<file path="src/rtl/controller_number_reg_pkg.sv">
// Shared opcode encoding and default sizing for the calculator number register.
package controller_number_reg_pkg;

    localparam int unsigned CN_N           = 3;
    localparam int unsigned CD_N_DEF       = 32;
    localparam int unsigned MAX_DIGITS_DEF = 9;
    localparam int unsigned UNDO_DEPTH_DEF = 4;

    // Per-cycle opcode issued by the controller FSM; encoding 7 is unused and holds.
    typedef enum logic [CN_N-1:0] {
        CN_HOLD    = 3'd0,
        CN_CLEAR   = 3'd1,
        CN_DIGIT   = 3'd2,
        CN_BACK    = 3'd3,
        CN_NEG     = 3'd4,
        CN_LOAD_AL = 3'd5,
        CN_LOAD_DT = 3'd6
    } cn_op_e;

endpackage

</file>
<file path="src/rtl/controller_undo_lifo.sv">
// Circular backspace history: push overwrites the oldest entry when full.
module controller_undo_lifo #(
    parameter int unsigned W     = 32,
    parameter int unsigned DEPTH = 4
) (
    input  logic         clk,
    input  logic         rst_n,
    input  logic         push,
    input  logic         pop,
    input  logic         flush,
    input  logic [W-1:0] din,
    output logic [W-1:0] dout,
    output logic         empty,
    output logic         full
);

    localparam int unsigned PW = (DEPTH > 1) ? $clog2(DEPTH) : 1;
    localparam int unsigned CW = $clog2(DEPTH + 1);

    logic [W-1:0]  mem [DEPTH];
    logic [PW-1:0] wr_ptr;
    logic [PW-1:0] top_ptr;
    logic [PW-1:0] nxt_ptr;
    logic [CW-1:0] count;

    // Wrap-around neighbours of the write pointer.
    always_comb begin
        top_ptr = (wr_ptr == '0) ? PW'(DEPTH - 1) : wr_ptr - PW'(1);
        nxt_ptr = (wr_ptr == PW'(DEPTH - 1)) ? '0 : wr_ptr + PW'(1);
    end

    assign dout  = mem[top_ptr];
    assign empty = (count == '0);
    assign full  = (count == CW'(DEPTH));

    // Entry storage; contents are only observed while count is non-zero.
    always_ff @(posedge clk) begin
        if (push && !flush) begin
            mem[wr_ptr] <= din;
        end
    end

    // Pointer and saturating occupancy count.
    always_ff @(posedge clk or negedge rst_n) begin
        if (!rst_n) begin
            wr_ptr <= '0;
            count  <= '0;
        end else if (flush) begin
            wr_ptr <= '0;
            count  <= '0;
        end else if (push) begin
            wr_ptr <= nxt_ptr;
            if (!full) begin
                count <= count + CW'(1);
            end
        end else if (pop && !empty) begin
            wr_ptr <= top_ptr;
            count  <= count - CW'(1);
        end
    end

endmodule

</file>
<file path="src/rtl/controller_number_reg.sv">
// Registered operand register: digit entry, sign toggle, undo history and loads.
module controller_number_reg
    import controller_number_reg_pkg::*;
#(
    parameter int unsigned CD_N       = CD_N_DEF,
    parameter int unsigned MAX_DIGITS = MAX_DIGITS_DEF,
    parameter int unsigned UNDO_DEPTH = UNDO_DEPTH_DEF
) (
    input  logic                            Clock,
    input  logic                            Reset,
    input  logic [CN_N-1:0]                 num_op,
    input  logic [3:0]                      digit,
    input  logic [CD_N-1:0]                 al_C,
    input  logic [CD_N-1:0]                 dt_data,
    output logic [CD_N-1:0]                 number_Q,
    output logic [$clog2(MAX_DIGITS+1)-1:0] digit_cnt,
    output logic                            entry_active,
    output logic                            overflow,
    output logic                            undo_empty
);

    localparam int unsigned CNT_W = $clog2(MAX_DIGITS + 1);
    localparam int unsigned XW    = CD_N + 4;
    localparam logic [XW-1:0]   LIMIT    = {5'b0, {(CD_N-1){1'b1}}};
    localparam logic [CD_N-1:0] MOST_NEG = {1'b1, {(CD_N-1){1'b0}}};

    logic [CD_N-1:0]  mag_q;
    logic             neg_q;
    logic [CD_N-1:0]  mag_d;
    logic             neg_d;
    logic [CNT_W-1:0] cnt_d;
    logic             act_d;
    logic             ovf_d;
    logic [CD_N-1:0]  num_d;
    logic [CD_N-1:0]  load_v;
    logic [XW-1:0]    mag_ext;
    logic [XW-1:0]    mag_x10;
    logic             lifo_push;
    logic             lifo_pop;
    logic             lifo_flush;
    logic [CD_N-1:0]  lifo_dout;
    logic             lifo_full_unused;

    // Candidate value after appending the digit, wide enough to never wrap.
    always_comb begin
        mag_ext = {4'b0, mag_q};
        mag_x10 = (mag_ext << 3) + (mag_ext << 1) + XW'(digit);
    end

    // Next-state decode of the per-cycle opcode.
    always_comb begin
        mag_d      = mag_q;
        neg_d      = neg_q;
        cnt_d      = digit_cnt;
        act_d      = entry_active;
        ovf_d      = overflow;
        lifo_push  = 1'b0;
        lifo_pop   = 1'b0;
        lifo_flush = 1'b0;
        load_v     = (num_op == CN_LOAD_AL) ? al_C : dt_data;
        case (num_op)
            CN_CLEAR: begin
                mag_d      = '0;
                neg_d      = 1'b0;
                cnt_d      = '0;
                act_d      = 1'b0;
                ovf_d      = 1'b0;
                lifo_flush = 1'b1;
            end
            CN_DIGIT: begin
                if (digit > 4'd9) begin
                    ovf_d = 1'b1;
                end else if (!entry_active) begin
                    mag_d      = CD_N'(digit);
                    neg_d      = 1'b0;
                    cnt_d      = (digit != 4'd0) ? CNT_W'(1) : '0;
                    act_d      = 1'b1;
                    ovf_d      = 1'b0;
                    lifo_flush = 1'b1;
                end else if (digit_cnt == '0 && digit == 4'd0) begin
                    mag_d = mag_q;
                end else if (digit_cnt == CNT_W'(MAX_DIGITS) || mag_x10 > LIMIT) begin
                    ovf_d = 1'b1;
                end else begin
                    lifo_push = 1'b1;
                    mag_d     = mag_x10[CD_N-1:0];
                    cnt_d     = digit_cnt + CNT_W'(1);
                end
            end
            CN_BACK: begin
                if (!undo_empty && digit_cnt != '0) begin
                    lifo_pop = 1'b1;
                    mag_d    = lifo_dout;
                    cnt_d    = digit_cnt - CNT_W'(1);
                end else if (digit_cnt != '0) begin
                    mag_d = '0;
                    cnt_d = '0;
                end
            end
            CN_NEG: begin
                if (neg_q && mag_q == MOST_NEG) begin
                    ovf_d = 1'b1;
                end else if (mag_q == '0) begin
                    neg_d = 1'b0;
                end else begin
                    neg_d = ~neg_q;
                end
            end
            CN_LOAD_AL, CN_LOAD_DT: begin
                neg_d      = load_v[CD_N-1];
                mag_d      = load_v[CD_N-1] ? (~load_v + CD_N'(1)) : load_v;
                cnt_d      = '0;
                act_d      = 1'b0;
                ovf_d      = 1'b0;
                lifo_flush = 1'b1;
            end
            default: begin
                mag_d = mag_q;
            end
        endcase
        num_d = neg_d ? (~mag_d + CD_N'(1)) : mag_d;
    end

    // State and registered outputs.
    always_ff @(posedge Clock or negedge Reset) begin
        if (!Reset) begin
            mag_q        <= '0;
            neg_q        <= 1'b0;
            digit_cnt    <= '0;
            entry_active <= 1'b0;
            overflow     <= 1'b0;
            number_Q     <= '0;
        end else begin
            mag_q        <= mag_d;
            neg_q        <= neg_d;
            digit_cnt    <= cnt_d;
            entry_active <= act_d;
            overflow     <= ovf_d;
            number_Q     <= num_d;
        end
    end

    controller_undo_lifo #(
        .W     (CD_N),
        .DEPTH (UNDO_DEPTH)
    ) u_undo (
        .clk   (Clock),
        .rst_n (Reset),
        .push  (lifo_push),
        .pop   (lifo_pop),
        .flush (lifo_flush),
        .din   (mag_q),
        .dout  (lifo_dout),
        .empty (undo_empty),
        .full  (lifo_full_unused)
    );

endmodule

</file>
<file path="config.mk">
export PLATFORM = sky130hd
export DESIGN_NAME = controller_number_reg
export DESIGN_NICKNAME = d
export VERILOG_FILES = /design/src/rtl/controller_number_reg_pkg.sv /design/src/rtl/controller_undo_lifo.sv /design/src/rtl/controller_number_reg.sv
export SDC_FILE = /design/constraint.sdc
export NUM_CORES = 1
export LEC_CHECK = 0
export CORE_ASPECT_RATIO = 0.7
export CORE_UTILIZATION = 55
export CTS_CLUSTER_SIZE = 25
export DETAILED_ROUTE_END_ITERATION = 7
export PLACE_DENSITY = 0.79
export SKIP_CTS_REPAIR_TIMING = 1
export SLEW_MARGIN = 30
export SYNTH_ARGS = -nofsm -noshare
export SYNTH_HDL_FRONTEND = slang
export SYNTH_HIERARCHICAL = 1
export SYNTH_SLANG_ARGS = --single-unit
</file>
<file path="constraint.sdc">
create_clock -name Clock -period 7.2 [get_ports Clock]
set_input_delay 0.72 -clock Clock [delete_from_list [all_inputs] [get_ports Clock]]
set_output_delay 0.72 -clock Clock [all_outputs]
set_load 0.01 [all_outputs]
</file>
==> results of run 1 <==
==> final timing paths <==
| kind | from | to | slack [ns] | cells past startpoint |
|---|---|---|---|---|
| min reg2reg | u_undo/count[0] | u_undo/count[0] | 0.56 | 1 |
| max in group asynchronous | Reset | number_Q[2] | 5.76 | 3 |
| max reg2reg | mag_q[2] | number_Q[29] | 1.10 | 18 |
| max | digit[3] | number_Q[29] | 0.93 | 19 |
| min | Reset | u_undo/count[2] | 0.55 | 2 |
| min in group Clock | u_undo/count[0] | u_undo/count[0] | 0.56 | 1 |
==> power by group through the flow <==
| stage | combinational, mW | clock (mW) | sequential, mW |
|---|---|---|---|
| after floorplan | 0.793 | 0 | 1.49 |
| after detailed placement | 1.29 | 0 | 1.52 |
| final | 1.34 | 1.14 | 1.51 |
| after CTS | 1.30 | 1.15 | 1.50 |
| after global placement | 1.28 | 0 | 1.52 |
| after global routing | 1.43 | 1.19 | 1.52 |
==> per-stage QoR <==
step           worst slack [ns]  total power, mW  area, um^2  hold WS [ns]
4_1_cts                    1.01             3.95       15300      -0.00647
3_3_place_gp              0.650             2.80       14600         0.534
2_1_floorplan              1.50             2.29       13100         0.424
6_report                  0.925             3.99       15300         0.548
5_1_grt                   0.480             4.14       15300         0.557
3_5_place_dp              0.538             2.81       14600         0.535
==> registers in the layout, indices dropped and copies added, names as in the netlist <==
name and flops:
entry_active 1, u_undo/count 3, overflow 1, mag_q 32, digit_cnt 4, u_undo/mem 128, number_Q 31, u_undo/wr_ptr 2
neg_q 1
==> worst max-delay path, stage by stage <==
cell and delay, ns:
clkdlybuf4s50_1 0.54, inv_1 0.09, fa_1 0.60, inv_1 0.06, ha_1 0.27, a21oi_1 0.07
nand4b_1 0.23, a211oi_1 0.63, o21ai_0 0.25, a21o_1 0.24, nand3_1 0.20, or3_1 0.62
nor2_4 0.10, a311oi_1 0.56, nand4b_1 0.32, nor2_1 0.27, nand3_1 0.32, o41a_1 0.42
xor2_1 0.15
==> placed cells by master, fill, tap and decap left out, types with 14 or more instances in the layout <==
| master | count |
|---|---|
| mux2i_1 | 35 |
| dfrtp_1 | 74 |
| nor2_1 | 61 |
| a31oi_1 | 17 |
| nor3_1 | 40 |
| clkdlybuf4s50_1 | 110 |
| clkbuf_16 | 21 |
| inv_1 | 46 |
| a21oi_1 | 89 |
| ha_1 | 73 |
| buf_4 | 34 |
| nand3_1 | 16 |
| nand2_1 | 80 |
| o21ai_0 | 78 |
| xnor2_1 | 50 |
| nor4_1 | 19 |
| xor2_1 | 34 |
| nand4_1 | 14 |
| mux4_2 | 32 |
| edfxtp_1 | 128 |
==> final cells by class <==
type                       count  area, um^2
fill                        1767        7740
multi-input combinational    902        6910
sequential                   203        5720
timing repair buffer         146        1380
clock buffer                  27         578
tap                          312         390
inverter                      48         180
clock inverter                 9         124
==> metal layers <==
layer  wire length (um)  GRT usage [%]  vias to the layer above
li1                   -              -                     4897
met1              17800           50.7                     5380
met2              17300           47.8                      775
met3               6440           12.3                       59
met4                765           6.61                        0
met5                  0              0                        -
==> flow_summary.json, run 1 <==
{
  "io_pins": 112,
  "syn_inst": 1208,
  "start_util_pct": 56.9,
  "layout-drive-gt1-share_pct": 10.3,
  "pwr-share-comb_pct": 33.5,
  "antenna_left": 0,
  "port_buffers": 111,
  "syn_nets": 1357,
  "p_clk_share_pct": 28.6,
  "switching_power_mw": 1.43,
  "fin_cells": 1647,
  "min_path_type": "input pin to async pin",
  "period_minus_slack_ns": 6.27,
  "synth.avg_cell_area_um2": 10.8,
  "clk_pin_slew_ns": 0.07,
  "relSlewSlack_pct": 26.2,
  "drt-initial-drc-count": 1616,
  "cts_tree": "built",
  "drtPass1Iterations": 6,
  "fmax_mhz": 159,
  "seqPwrFrac_pct": 37.9,
  "htree_num_levels": 1,
  "wl_per_cell_um": 25.7,
  "grt_pass1_vias": 10400,
  "vias": 11100,
  "place.gp.congestion": 1.01,
  "nNetsFinal": 1471,
  "dp_hpwl_um": 30600,
  "die_x_um": 186,
  "p_int_mw": 2.56,
  "power_density_nw_per_um2": 261,
  "die_height_um": 131,
  "finalSetupViolCount": 0,
  "cap_violations": 0,
  "dpl.cell_count": 1610,
  "start_kind": "input pin",
  "worstSetupEndpointType": "flop",
  "hold_viol": 0,
  "status": "complete, no violations",
  "die_area_um2": 24400,
  "rsz0062_at_grt": "no",
  "grt_pass1_wl_um": 63500,
  "cp.required_ns": 7.58,
  "cts_buffer_depth": 3,
  "worst_ir_drop_vdd_mv": 0.195,
  "core_um2": 23000,
  "routed_via_density": 6.75,
  "setup_tns_ns": 0,
  "synthesis.area_um2": 13100,
  "antenna_found_initial": 0,
  "fin_worst_skew_ns": 0.0139,
  "cts_root_buf": "clkbuf_16",
  "yosys_warnings": 6,
  "final-max-slew-violation-count": 0,
  "area_growth_pct": 16.7,
  "num_rows": 46,
  "gr-total-overflow": 0,
  "track_usage_pct": 34.1,
  "drc": 0,
  "n_antenna_cell": 0,
  "utilization_pct": 66.4,
  "drt_wl_total_um": 42300,
  "tightest_slew_ns": 1.10,
  "switching_share_pct": 35.9,
  "post-route-period-util_pct": 87.1,
  "cp_max_fo": 17,
  "leakage_nw": 5.79,
  "grt_max_degree": 71,
  "arrival_ns": 6.66,
  "cts_made_buffers": 21,
  "setup.worst_path.class": "input pin to flop",
  "cts_num_sinks": 203,
  "insertion_delay_ns": 0.52
}
Power figures use the tool's default switching activity.
==> run 2: changes to the inputs <==
- PLACE_DENSITY: 0.79 -> 0.77
==> run 2 against run 1 <==
Register-to-register slack worse by 0.26 ns. Cell count shrank 0.43%. Die area unchanged. Sequential power about the same. Largest power group unchanged.
==> flow_summary.json, run 2 (synthesized netlist as in run 1, its figures left out) <==
{
  "fin_worst_skew_ns": 0.0203,
  "layout-drive-gt1-share_pct": 9.79,
  "utilization_pct": 66.1,
  "drtPass1Iterations": 6,
  "cts_made_buffers": 21,
  "n_antenna_cell": 0,
  "num_rows": 46,
  "wl_per_cell_um": 26.2,
  "grt_pass1_wl_um": 64100,
  "setup_slack_ns": 0.647,
  "routed_via_density": 6.83,
  "cp_max_fo": 17,
  "core_um2": 23000,
  "hold_viol": 0,
  "finalPower_mw": 3.97,
  "final-max-slew-violation-count": 0,
  "worstSetupEndpointType": "flop",
  "port_buffers": 111,
  "drt_wl_total_um": 42900,
  "fin_cells": 1640,
  "tightest_slew_ns": 1.02,
  "clk_pin_slew_ns": 0.07,
  "setup_tns_ns": 0,
  "worst_ir_drop_vdd_mv": 0.166,
  "min_path_type": "input pin to async pin",
  "fmax_mhz": 153,
  "use_met3_pct": 13.3,
  "leakage_nw": 5.74,
  "antenna_found_initial": 0,
  "dp_hpwl_um": 30600,
  "area_growth_pct": 16.2,
  "cts_num_sinks": 203,
  "dpl.cell_count": 1601,
  "place.gp.congestion": 1.02,
  "grt_max_degree": 73,
  "gr-total-overflow": 0,
  "largest_reg_flops": 128,
  "nNetsFinal": 1462,
  "fill_cells": 1755,
  "die_area_um2": 24400,
  "power_density_nw_per_um2": 261,
  "mostFrequentLayoutCells": "edfxtp_1, clkdlybuf4s50_1, a21oi_1",
  "track_usage_pct": 34.5,
  "design_area_um2": 15200,
  "vias": 11200,
  "htree_num_levels": 1,
  "final_common_cell": "edfxtp_1",
  "status": "complete, no violations",
  "finalSetupViolCount": 0,
  "drc": 0,
  "post_dp_cell_area_um2": 14500,
  "insertion_delay_ns": 0.52,
  "relSlewSlack_pct": 32.1,
  "top_register": "u_undo/mem",
  "hold_ws_ns": 0.538,
  "die_height_um": 131,
  "drt-initial-drc-count": 1392,
  "use_met2_pct": 46.2,
  "arrival_ns": 6.95,
  "setup.worst_path.class": "input pin to flop",
  "antenna_left": 0,
  "grt_pass1_vias": 10500,
  "cts_buffer_depth": 3,
  "die_x_um": 186,
  "post-route-period-util_pct": 91.0,
  "io_pins": 112,
  "cts_tree": "built",
  "period_minus_slack_ns": 6.55,
  "largest_registers": "u_undo/mem: 128 flops, mag_q: 32 flops, number_Q: 31 flops",
  "start_kind": "input pin",
  "rsz0062_at_grt": "no",
  "start_util_pct": 56.9,
  "cts_root_buf": "clkbuf_16",
  "use_met1_pct": 51.2,
  "cp.required_ns": 7.60,
  "top_usage_layer": "met1",
  "place_ws_ns": 0.390,
  "cap_violations": 0
}
==> run 2: changes by cell type in the layout (fill, tap and decap cells not counted) <==
cell / previous run / this run
clkbuf_8: 3 / 2
clkbuf_16: 21 / 23
clkbuf_1: 3 / 4
clkinv_4: 1 / 2
nor4_2: 0 / 1
clkinv_1: 4 / 5
nor4_1: 19 / 18
buf_4: 34 / 25
bufinv_16: 3 / 1
==> run 2: final timing paths <==
check	cells past startpoint	startpoint	slack [ns]	endpoint
max in group asynchronous	3	Reset	5.77	number_Q[7]
min reg2reg	1	digit_cnt[3]	0.58	digit_cnt[3]
max	19	digit[3]	0.65	number_Q[29]
max reg2reg	18	mag_q[2]	0.84	number_Q[29]
min	2	Reset	0.54	u_undo/count[2]
min in group Clock	1	digit_cnt[3]	0.58	digit_cnt[3]
==> run 2: critical path: stages <==
cell             delay (ns)
clkdlybuf4s50_1        0.56
inv_1                  0.09
fa_1                   0.61
inv_1                  0.07
ha_1                   0.28
a21oi_1                0.08
nand4b_1               0.22
a211oi_1               0.72
o21ai_0                0.28
a21o_1                 0.26
nand3_1                0.19
or3_1                  0.59
nor4_1                 0.14
a211oi_1               0.77
nand4_1                0.34
nor3_1                 0.36
nand2b_1               0.12
o41a_1                 0.39
xor2_1                 0.15
==> run 2: layout make-up <==
cell class	instances	area (um^2)	share of cell area, %
Timing Repair Buffer	137	1310	8.61
Clock buffer	29	618	4.06
Sequential cell	203	5720	37.6
Multi-Input combinational cell	902	6920	45.5
Tap cell	312	390	2.57
Inverter	48	180	1.18
Clock inverter	9	76.3	0.502
==> run 2: routing by layer <==
metal,part of all wire [%],vias up
met3,15,100
met5,0,-
met1,43,5416
met2,39,789
li1,-,4890
met4,2.9,0
==> run 2: where the power goes <==
group	internal, mW	total (mW)	switching [mW]
logic	0.519	1.33	0.806
registers	1.36	1.52	0.160
clock network	0.639	1.12	0.480
total	2.52	3.97	1.45
==> run 3: changes to the inputs <==
- CTS_BUF_LIST: default -> sky130_fd_sc_hd__clkbuf_16
==> run 3 against run 2 <==
Clock power hardly changed. Sequential power about the same. Utilization decreased by 0.087 points. Non-clock buffer count unchanged. Setup slack worse by 0.018 ns. Die area stayed put. Count of clock-buffer cells in the layout shrank 6. Critical path depth stayed put. Clock skew grew 0.00082 ns. Routed wire length grew 0.51%. Critical path type unchanged.
==> flow_summary.json, run 3 (synthesized netlist as in run 1, its figures left out) <==
{
  "status": "complete, no violations",
  "fin_worst_skew_ns": 0.0211,
  "arrival_ns": 6.97,
  "mostFrequentLayoutCells": "edfxtp_1, clkdlybuf4s50_1, a21oi_1",
  "finalPower_mw": 3.94,
  "cp.required_ns": 7.60,
  "core_um2": 23000,
  "design_area_um2": 15200,
  "power_density_nw_per_um2": 259,
  "routed_via_density": 6.83,
  "r2r-end": "number_Q[29]",
  "antenna_left": 0,
  "vias": 11200,
  "cp_cell_sequence": "clkdlybuf4s50_1 > inv_1 > fa_1 > inv_1 > ha_1 > a21oi_1 > nand4b_1 > a211oi_1 > o21ai_0 > a21o_1 > nand3_1 > or3_1 > nor4_1 > a211oi_1 > nand4_1 > nor3_1 > nand2b_1 > o41a_1 > xor2_1",
  "final-max-slew-violation-count": 0,
  "n_antenna_cell": 0,
  "cts_root_buf": "clkbuf_16",
  "final_common_cell": "edfxtp_1",
  "cts_num_sinks": 203,
  "cts_buffer_depth": 3,
  "die_x_um": 186,
  "die_area_um2": 24400,
  "drc": 0,
  "insertion_delay_ns": 0.52,
  "cap_violations": 0,
  "hold_ws_ns": 0.537,
  "dpl.cell_count": 1601,
  "cp_max_fo": 17,
  "clk_pin_slew_ns": 0.07,
  "gr-total-overflow": 0,
  "die_height_um": 131,
  "period_minus_slack_ns": 6.57,
  "min_path_type": "input pin to async pin",
  "worst_ir_drop_vdd_mv": 0.166,
  "num_rows": 46,
  "layout-drive-gt1-share_pct": 9.64,
  "dp_hpwl_um": 30600,
  "cpPeakStageDelay_ns": 0.80,
  "setup.worst_path.class": "input pin to flop",
  "hold_viol": 0,
  "post_dp_cell_area_um2": 14500,
  "io_pins": 112,
  "largest_registers": "u_undo/mem: 128 flops, mag_q: 32 flops, number_Q: 31 flops",
  "largest_reg_flops": 128,
  "track_usage_pct": 34.5,
  "port_buffers": 111,
  "antenna_found_initial": 0,
  "grt_pass1_vias": 10500,
  "grt_max_degree": 73,
  "cts_tree": "built",
  "area_growth_pct": 16.0,
  "wl_per_cell_um": 26.3,
  "setup_tns_ns": 0,
  "rsz0062_at_grt": "no",
  "slowest_stage": "a211oi_1",
  "finalSetupViolCount": 0,
  "cts_made_buffers": 21,
  "start_kind": "input pin",
  "start_util_pct": 56.9,
  "drt-initial-drc-count": 1467,
  "leakage_nw": 5.74,
  "relSlewSlack_pct": 33.1,
  "fill_cells": 1757,
  "r2r-start": "mag_q[2]",
  "place.gp.congestion": 1.02,
  "nNetsFinal": 1462,
  "drtPass1Iterations": 8,
  "grt_pass1_wl_um": 64100,
  "tightest_slew_ns": 1.00,
  "worstRegToRegCells": 18,
  "fmax_mhz": 152,
  "htree_num_levels": 1,
  "fin_cells": 1640,
  "drt_wl_total_um": 43100,
  "worstSetupEndpointType": "flop",
  "post-route-period-util_pct": 91.3,
  "rrSetupSlack_ns": 0.83,
  "top_register": "u_undo/mem"
}
-- run 3: layout make-up --
cell class	instances	area, um^2	area share, %
clock inverters	15	98.8	0.650
repair buffers	137	1310	8.62
clock buffers	23	576	3.79
inverters	48	180	1.19
flip-flops and latches	203	5720	37.7
well taps	312	390	2.57
multi-input cells	902	6920	45.5
-- run 3: routing by layer --
| metal | GRT usage, % | vias up | share of wire (%) |
|---|---|---|---|
| met5 | 0 | - | 0 |
| met4 | 10.0 | 0 | 3.0 |
| met3 | 13.6 | 108 | 15 |
| met2 | 46.0 | 792 | 39 |
| met1 | 51.1 | 5422 | 43 |
| li1 | - | 4883 | - |
-- run 3: stage by stage --
stage | worst slack [ns] | utilization, %
global route | 0.352 | 66.0
floorplan | 1.50 | -
CTS | 0.880 | 66.0
global placement | 0.579 | 63.0
detailed placement | 0.390 | 63.0
finish | 0.630 | 66.0
-- run 3: worst max path at each step --
stage / slack (ns) / from / to / cells after the start
floorplan: 1.50 / num_op[0] / number_Q[29] / 21
global placement: 0.58 / digit[3] / number_Q[29] / 19
detailed placement: 0.39 / digit[3] / number_Q[29] / 19
CTS: 0.88 / digit[3] / number_Q[29] / 19
global route: 0.35 / digit[3] / number_Q[29] / 19
finish: 0.63 / digit[3] / number_Q[29] / 19
-- run 3: power breakdown --
part / total, mW / internal, mW / switching (mW)
sequential: 1.52 / 1.36 / 0.160
clock: 1.09 / 0.612 / 0.479
combinational: 1.33 / 0.519 / 0.808
total: 3.94 / 2.49 / 1.45
-- run 3: worst max-delay path: cells and delay by family --
kind	cells	cell delay, ns
AO/OA/AOI/OAI	6	2.52
AND/OR/NAND/NOR	7	1.96
adder cells (fa/ha/maj)	2	0.89
buffers and inverters	3	0.72
XOR/XNOR	1	0.15
